==> config.mk <==
export PLATFORM = sky130hd
export DESIGN_NAME = o_buffer_ctrl
export DESIGN_NICKNAME = d
export VERILOG_FILES = /design/src/rtl/o_buffer_ctrl.sv
export SDC_FILE = /design/constraint.sdc
export NUM_CORES = 1
export LEC_CHECK = 0
export BUFFER_PORTS_ARGS = -buffer_cell sky130_fd_sc_hd__buf_2
export CORE_MARGIN = 3
export CORE_UTILIZATION = 51
export DETAILED_ROUTE_END_ITERATION = 16
export GPL_TIMING_DRIVEN = 0
export PLACE_DENSITY = 0.91
export SLEW_MARGIN = 20
export SYNTH_ARGS = -nofsm -noshare
export SYNTH_HDL_FRONTEND = slang
export SYNTH_SLANG_ARGS = --single-unit
==> constraint.sdc <==
create_clock -name clk -period 3.3 [get_ports clk]
set_input_delay 0.825 -clock clk [delete_from_list [all_inputs] [get_ports clk]]
set_output_delay 0.825 -clock clk [all_outputs]
set_load 0.02 [all_outputs]
==> src/rtl/o_buffer_ctrl.sv <==
// -----------------------------------------------------------------------------
// o_buffer_ctrl
//
// Sequencer for the output-buffer subsystem (accumulator + output RAM bank).
// Processes one output tile per start pulse:
//   CLEAR    -> one-cycle accumulator clear
//   ACCUM    -> WS: accumulate K passes of row results; OS: write rows straight
//               through to the output RAMs
//   DRAIN    -> WS only: drain the accumulator into the output RAMs
//   RD_*     -> read the tile back row-major and stream it over valid/ready
//   FIN      -> completion; done pulses on the following (IDLE) cycle
//
// Optional feature macro: O_BUFFER_CTRL_PERF_EN
//   When defined, adds perf_cycles (cycles from start acceptance to done,
//   inclusive) and perf_stalls (RD_OUT cycles with out_ready low).
//
// Ports
//   clk, reset            clock, synchronous active-low reset
//   start, cfg_*          tile launch pulse and configuration (latched in IDLE)
//   in_valid              systolic-array row result valid
//   busy, done            status: high outside IDLE / one-cycle completion pulse
//   acc_reset, idx_gen_on accumulator clear / index-generator enable
//   drain, ag_o_on        accumulator drain / output address-generator enable
//   ram_reset             reserved, tied low
//   mode, num_cols,
//   base_addr             latched configuration for the buffer top
//   ram_idx, read_addr    readback RAM select and address
//   data_read             RAM read data (1-cycle latency)
//   out_data, out_valid,
//   out_ready             streaming readback port
// -----------------------------------------------------------------------------
module o_buffer_ctrl #(
  parameter int ARRAY_M    = 8,
  parameter int RAM_SIZE   = 256,
  parameter int ADDR_WIDTH = $clog2(RAM_SIZE),
  parameter int DEPTH      = 8,
  parameter int DATA_WIDTH = 32,
  parameter int PASS_WIDTH = 8,
  localparam int CW = $clog2(ARRAY_M) + 1,
  localparam int RW = $clog2(DEPTH) + 1,
  localparam int IW = $clog2(ARRAY_M)
) (
  input  logic                  clk,
  input  logic                  reset,
  input  logic                  start,
  input  logic                  cfg_mode,
  input  logic [CW-1:0]         cfg_num_cols,
  input  logic [RW-1:0]         cfg_num_rows,
  input  logic [PASS_WIDTH-1:0] cfg_num_passes,
  input  logic [ADDR_WIDTH-1:0] cfg_base_addr,
  input  logic                  in_valid,
  output logic                  busy,
  output logic                  done,
  output logic                  acc_reset,
  output logic                  ram_reset,
  output logic                  idx_gen_on,
  output logic                  drain,
  output logic                  ag_o_on,
  output logic                  mode,
  output logic [CW-1:0]         num_cols,
  output logic [ADDR_WIDTH-1:0] base_addr,
  output logic [IW-1:0]         ram_idx,
  output logic [ADDR_WIDTH-1:0] read_addr,
  input  logic [DATA_WIDTH-1:0] data_read,
  output logic [DATA_WIDTH-1:0] out_data,
  output logic                  out_valid,
  input  logic                  out_ready
`ifdef O_BUFFER_CTRL_PERF_EN
  ,
  output logic [31:0]           perf_cycles,
  output logic [31:0]           perf_stalls
`endif
);

  typedef enum logic [2:0] {
    S_IDLE, S_CLEAR, S_ACCUM, S_DRAIN, S_RD_ISSUE, S_RD_WAIT, S_RD_OUT, S_FIN
  } state_t;

  state_t                  state_q, state_d;
  logic                    mode_q, mode_d;
  logic [CW-1:0]           num_cols_q, num_cols_d;
  logic [RW-1:0]           num_rows_q, num_rows_d;
  logic [PASS_WIDTH-1:0]   num_passes_q, num_passes_d;
  logic [ADDR_WIDTH-1:0]   base_addr_q, base_addr_d;
  logic [RW-1:0]           row_q, row_d;
  logic [CW-1:0]           col_q, col_d;
  logic [PASS_WIDTH-1:0]   pass_q, pass_d;
  logic [DATA_WIDTH-1:0]   out_data_q, out_data_d;
  logic                    done_q, done_d;

  logic [PASS_WIDTH-1:0]   eff_passes;
  logic                    last_row;
  logic                    last_col;
  logic                    last_pass;

  // A pass count of zero behaves like a single pass.
  assign eff_passes = (num_passes_q == '0) ? PASS_WIDTH'(1) : num_passes_q;
  // These compares are only consulted in states reachable with non-zero
  // rows/cols, so the subtraction never underflows in a meaningful path.
  assign last_row   = (row_q == num_rows_q - RW'(1));
  assign last_col   = (col_q == num_cols_q - CW'(1));
  assign last_pass  = (pass_q == eff_passes - PASS_WIDTH'(1));

  always_ff @(posedge clk) begin
    if (!reset) begin
      state_q      <= S_IDLE;
      mode_q       <= 1'b0;
      num_cols_q   <= '0;
      num_rows_q   <= '0;
      num_passes_q <= '0;
      base_addr_q  <= '0;
      row_q        <= '0;
      col_q        <= '0;
      pass_q       <= '0;
      out_data_q   <= '0;
      done_q       <= 1'b0;
    end else begin
      state_q      <= state_d;
      mode_q       <= mode_d;
      num_cols_q   <= num_cols_d;
      num_rows_q   <= num_rows_d;
      num_passes_q <= num_passes_d;
      base_addr_q  <= base_addr_d;
      row_q        <= row_d;
      col_q        <= col_d;
      pass_q       <= pass_d;
      out_data_q   <= out_data_d;
      done_q       <= done_d;
    end
  end

  always_comb begin
    state_d      = state_q;
    mode_d       = mode_q;
    num_cols_d   = num_cols_q;
    num_rows_d   = num_rows_q;
    num_passes_d = num_passes_q;
    base_addr_d  = base_addr_q;
    row_d        = row_q;
    col_d        = col_q;
    pass_d       = pass_q;
    out_data_d   = out_data_q;
    done_d       = 1'b0;
    acc_reset    = 1'b0;
    idx_gen_on   = 1'b0;
    drain        = 1'b0;
    ag_o_on      = 1'b0;
    out_valid    = 1'b0;
    read_addr    = '0;
    ram_idx      = '0;

    case (state_q)
      S_IDLE: begin
        if (start) begin
          mode_d       = cfg_mode;
          num_cols_d   = cfg_num_cols;
          num_rows_d   = cfg_num_rows;
          num_passes_d = cfg_num_passes;
          base_addr_d  = cfg_base_addr;
          row_d        = '0;
          col_d        = '0;
          pass_d       = '0;
          // Empty tile: nothing to accumulate or read back.
          if (cfg_num_cols == '0 || cfg_num_rows == '0) begin
            state_d = S_FIN;
          end else begin
            state_d = S_CLEAR;
          end
        end
      end

      S_CLEAR: begin
        acc_reset = 1'b1;
        state_d   = S_ACCUM;
      end

      S_ACCUM: begin
        if (mode_q) begin
          // OS: rows go straight to the RAMs as they arrive.
          ag_o_on = in_valid;
          if (in_valid) begin
            if (last_row) begin
              row_d   = '0;
              state_d = S_RD_ISSUE;
            end else begin
              row_d = row_q + RW'(1);
            end
          end
        end else begin
          idx_gen_on = in_valid;
          if (in_valid) begin
            if (last_row) begin
              row_d = '0;
              if (last_pass) begin
                pass_d  = '0;
                state_d = S_DRAIN;
              end else begin
                pass_d = pass_q + PASS_WIDTH'(1);
              end
            end else begin
              row_d = row_q + RW'(1);
            end
          end
        end
      end

      S_DRAIN: begin
        // The buffer top delays ag_o_on itself to line up with drain data.
        drain   = 1'b1;
        ag_o_on = 1'b1;
        if (last_row) begin
          row_d   = '0;
          state_d = S_RD_ISSUE;
        end else begin
          row_d = row_q + RW'(1);
        end
      end

      S_RD_ISSUE: begin
        // Address wraps modulo RAM_SIZE through the natural adder width.
        read_addr = base_addr_q + ADDR_WIDTH'(row_q);
        ram_idx   = col_q[IW-1:0];
        state_d   = S_RD_WAIT;
      end

      S_RD_WAIT: begin
        out_data_d = data_read;
        state_d    = S_RD_OUT;
      end

      S_RD_OUT: begin
        out_valid = 1'b1;
        if (out_ready) begin
          if (last_col) begin
            col_d = '0;
            if (last_row) begin
              row_d   = '0;
              state_d = S_FIN;
            end else begin
              row_d   = row_q + RW'(1);
              state_d = S_RD_ISSUE;
            end
          end else begin
            col_d   = col_q + CW'(1);
            state_d = S_RD_ISSUE;
          end
        end
      end

      S_FIN: begin
        done_d  = 1'b1;
        state_d = S_IDLE;
      end

      default: state_d = S_IDLE;
    endcase
  end

  assign busy      = (state_q != S_IDLE);
  assign done      = done_q;
  assign ram_reset = 1'b0;
  assign mode      = mode_q;
  assign num_cols  = num_cols_q;
  assign base_addr = base_addr_q;
  assign out_data  = out_data_q;

`ifdef O_BUFFER_CTRL_PERF_EN
  logic [31:0] perf_cycles_q;
  logic [31:0] perf_stalls_q;

  always_ff @(posedge clk) begin
    if (!reset) begin
      perf_cycles_q <= '0;
      perf_stalls_q <= '0;
    end else if (state_q == S_IDLE && start) begin
      // The acceptance cycle itself is the first counted cycle.
      perf_cycles_q <= 32'd1;
      perf_stalls_q <= '0;
    end else begin
      // Busy cycles plus the trailing done cycle; held afterwards.
      if (busy || done_q) begin
        perf_cycles_q <= perf_cycles_q + 32'd1;
      end
      if (state_q == S_RD_OUT && !out_ready) begin
        perf_stalls_q <= perf_stalls_q + 32'd1;
      end
    end
  end

  assign perf_cycles = perf_cycles_q;
  assign perf_stalls = perf_stalls_q;
`endif

endmodule

==> results.toml <==
[setup_path]
rr_startpoint = "num_passes_q[2]"
critPathCaptureType = "output port"
path_class = "flop to output port"
crit_path_cell_trace = "ha_1, fa_1, a21o_1, a21oi_1, o21ai_0, a21oi_1, buf_2"
startpoint = "row_q[0]"
critPathArrivalTime_ns = 2.24
crit_path_max_fanout = 5
max_stage_delay_ns = 0.40
critPathBufInv = 1
cp_common_cell = "a21oi_1"
cp-start-kind = "flop"
cp.depth = 7
worstPathRequired_ns = 2.47
crit_family = "compound AO/OA/AOI/OAI gates"
reg2reg_depth = 9
slowest_stage = "fa_1"

[cts]
clock_latency_ns = 0.35
cts_resized = 0
clock-sinks = 77
numCtsBuffers = 9
cts.path.max_buffers = 2
postCtsSetupRepairBufs = 0
clock_tree.root_cell = "clkbuf_8"
cts_hold_buf = 0
clk_transition_reported_paths_ns = 0.08
cts_tree = "yes"
htree_levels = 3

[yosys]
synthTopCellsByArea = "dfxtp_1 (39%), nand2_1 (12%), a21boi_0 (11%), xor2_1 (3.8%), xnor2_1 (3.6%)"
synthAdderAreaFrac = 0.0372
synth_cell_types = 52
synth_xor_area_frac = 0.0859
synthFlopType = "dfxtp_1"
synth_area_per_cell_um2 = 8.15
postSynth.asyncResetShare = 0
synth-edff-count = 0
yosysWarnings = 0
mappedNetlistArea_um2 = 3900
synth_area_leader_cell = "dfxtp_1"
yosys_register_bits = 77
synth_compound_area_frac = 0.198
ys_seq_area_frac = 0.395
synth_cells = 479
synth_nets = 552
synth-simple-area-share = 0.237
synth_top_family_by_area = "simple AND/OR/NAND/NOR gates"
synth_top_area_share = 0.395
synth.area.mux_share = 0.00833

[route]
ant_nets = 0
drc = 0
num_vias = 3869
vias_per_cell = 5.40
firstDrtPassIters = 5
wirelength_um = 10400
drt_iter0_drc = 236
routedWlPerCell_um = 14.5

[sta]
fin_crit_sh = 0.929
post-route-min-period_ns = 3.07
rsz0062_at_grt = "false"
tightest_slew_ns = 0.710
slew_violations = 0
fin_setup_tns_ns = 0
final-hold-violation-count = 0
setup_viol = 0
fin_skew_ns = 0.0105
max_freq_ghz = 0.326
slew_headroom = 0.521

[place]
hpwlAfterDp_um = 8110
io_buffer_count = 123
gp_congestion = 0.933

[grt]
grt_usage = 0.243
grt_max_degree = 14
grt_pass1_wl_um = 17100
grt-ovfl-total = 0
antenna_found_initial = 0
grt_pass1_vias = 3800

[floorplan]
die-width_um = 93.5
initial_core_util = 0.533
core_um2 = 7330
rows = 31
io_pins = 126
fp.dieH_um = 93.5
die-area_um2 = 8740

[layout]
nFillCells = 590
final_util = 0.662
final_nets = 686
n_antenna_cell = 0
syn_to_final_growth_pct = 24.3
multi_input_area_um2 = 2210
ff_latch_area_um2 = 1540
final_layout_size_suffix_gt1_frac = 0.256

[power_and_ir_drop]
power.leakage_nw = 2.12
pwr_density_cell_nw_per_um2 = 678
peakVddDrop_mv = 0.347

[worst_hold_path]
hp-class = "flop to flop"
holdPathStages = 2
worstHoldStart = "out_data[11]"

[flow_run]
maxCapViolCount = 0

[run_status]
status = "completed"
## tightest hold or removal path: stages, from the launching register on
cell	delay, ns
dfxtp_1	0.31
nand2_1	0.05
a21boi_0	0.07
## layout make-up
class,instances,share of cell area
Buffer,25,0.0219
Clock buffer,11,0.0312
Clock inverter,5,0.0121
Inverter,11,0.00851
Multi-Input combinational cell,366,0.456
Sequential cell,77,0.318
Tap cell,99,0.0255
Timing Repair Buffer,123,0.127
## per-stage QoR
stage               setup slack, ns  total power (W)  instance area [um2]  hold WS (ns)  cells
floorplan                     0.622          0.00217                 3900         0.456    479
finish                        0.235          0.00329                 4850         0.469    717
global placement              0.645          0.00247                 4640         0.448    701
global route                  0.103          0.00350                 4850         0.489    717
detailed placement            0.462          0.00255                 4640         0.458    701
CTS                           0.241          0.00329                 4850         0.471    717
## cells in the mapped netlist (all sizes together), types with 2 or more instances
library cell  instances
nor4b                 2
nor3                 11
mux2                  2
ha                   10
inv                  11
xor2                 17
o41ai                 2
nor2b                 2
nor2                 32
and3                  9
clkbuf               17
and2                  5
o2111ai               6
a21oi                11
o21ai                15
nand2b                3
or3                   2
or2                   2
a21o                  3
dfxtp                77
nand3                 3
xnor2                16
a21boi               58
a31oi                 3
nor4                  4
nand2               128
buf                   8
## layer usage
layer	vias up	global-route usage	wire, um
li1	1878	-	-
met2	170	0.415	5030
met5	-	0	0
met4	0	0.0989	244
met3	28	0.0692	972
met1	1793	0.286	4190
## where the power goes
| part | total [W] | switching [W] | internal (W) |
|---|---|---|---|
| registers | 0.00119 | 0.000135 | 0.00105 |
| clock network | 0.000742 | 0.000351 | 0.000390 |
| logic | 0.00136 | 0.000832 | 0.000527 |
| total | 0.00329 | 0.00132 | 0.00197 |
## final timing paths
check | endpoint | slack, ns
worst min register to register | out_data[11] | 0.47
worst max-delay path | read_addr[6] | 0.24
worst max register to register | state_q[0] | 0.41
worst min-delay path | out_data[11] | 0.47
## flip-flops by register name (all words and copies together) (netlist names)
name          flops
mode              1
num_rows_q        4
num_passes_q      8
state_q           3
pass_q            8
out_data         32
base_addr         8
done              1
num_cols          4
row_q             4
col_q             4
## cell usage in the layout, fill, tap and decap left out, types with 2 or more instances in the layout
cell type,count
nand2b_1,3
mux2_2,2
clkinvlp_4,2
a21boi_0,58
nor4b_1,2
a21o_1,3
or3_1,2
ha_1,10
nor4_1,4
nand3_1,3
xor2_1,17
buf_2,130
nor2_1,32
o21ai_2,2
xnor2_1,16
and2_1,5
clkbuf_1,17
a31oi_1,3
a21oi_1,11
nand2_1,128
inv_1,11
or2_2,2
nor2b_1,2
o41ai_1,2
clkbuf_8,11
dfxtp_1,77
o2111ai_1,5
and3_1,8
nor3_1,10
o21ai_0,13
## logic make-up after synthesis
logic type / after synthesis
AOI/OAI and AO/OA: 106
xor gates and xnor gates: 35
adders and majority gates: 11
buffers and inverters: 36
DFF: 77
muxes: 3
other: 1
and+or+nand+nor: 210
Note: power is estimated with default switching activity, not from simulation.
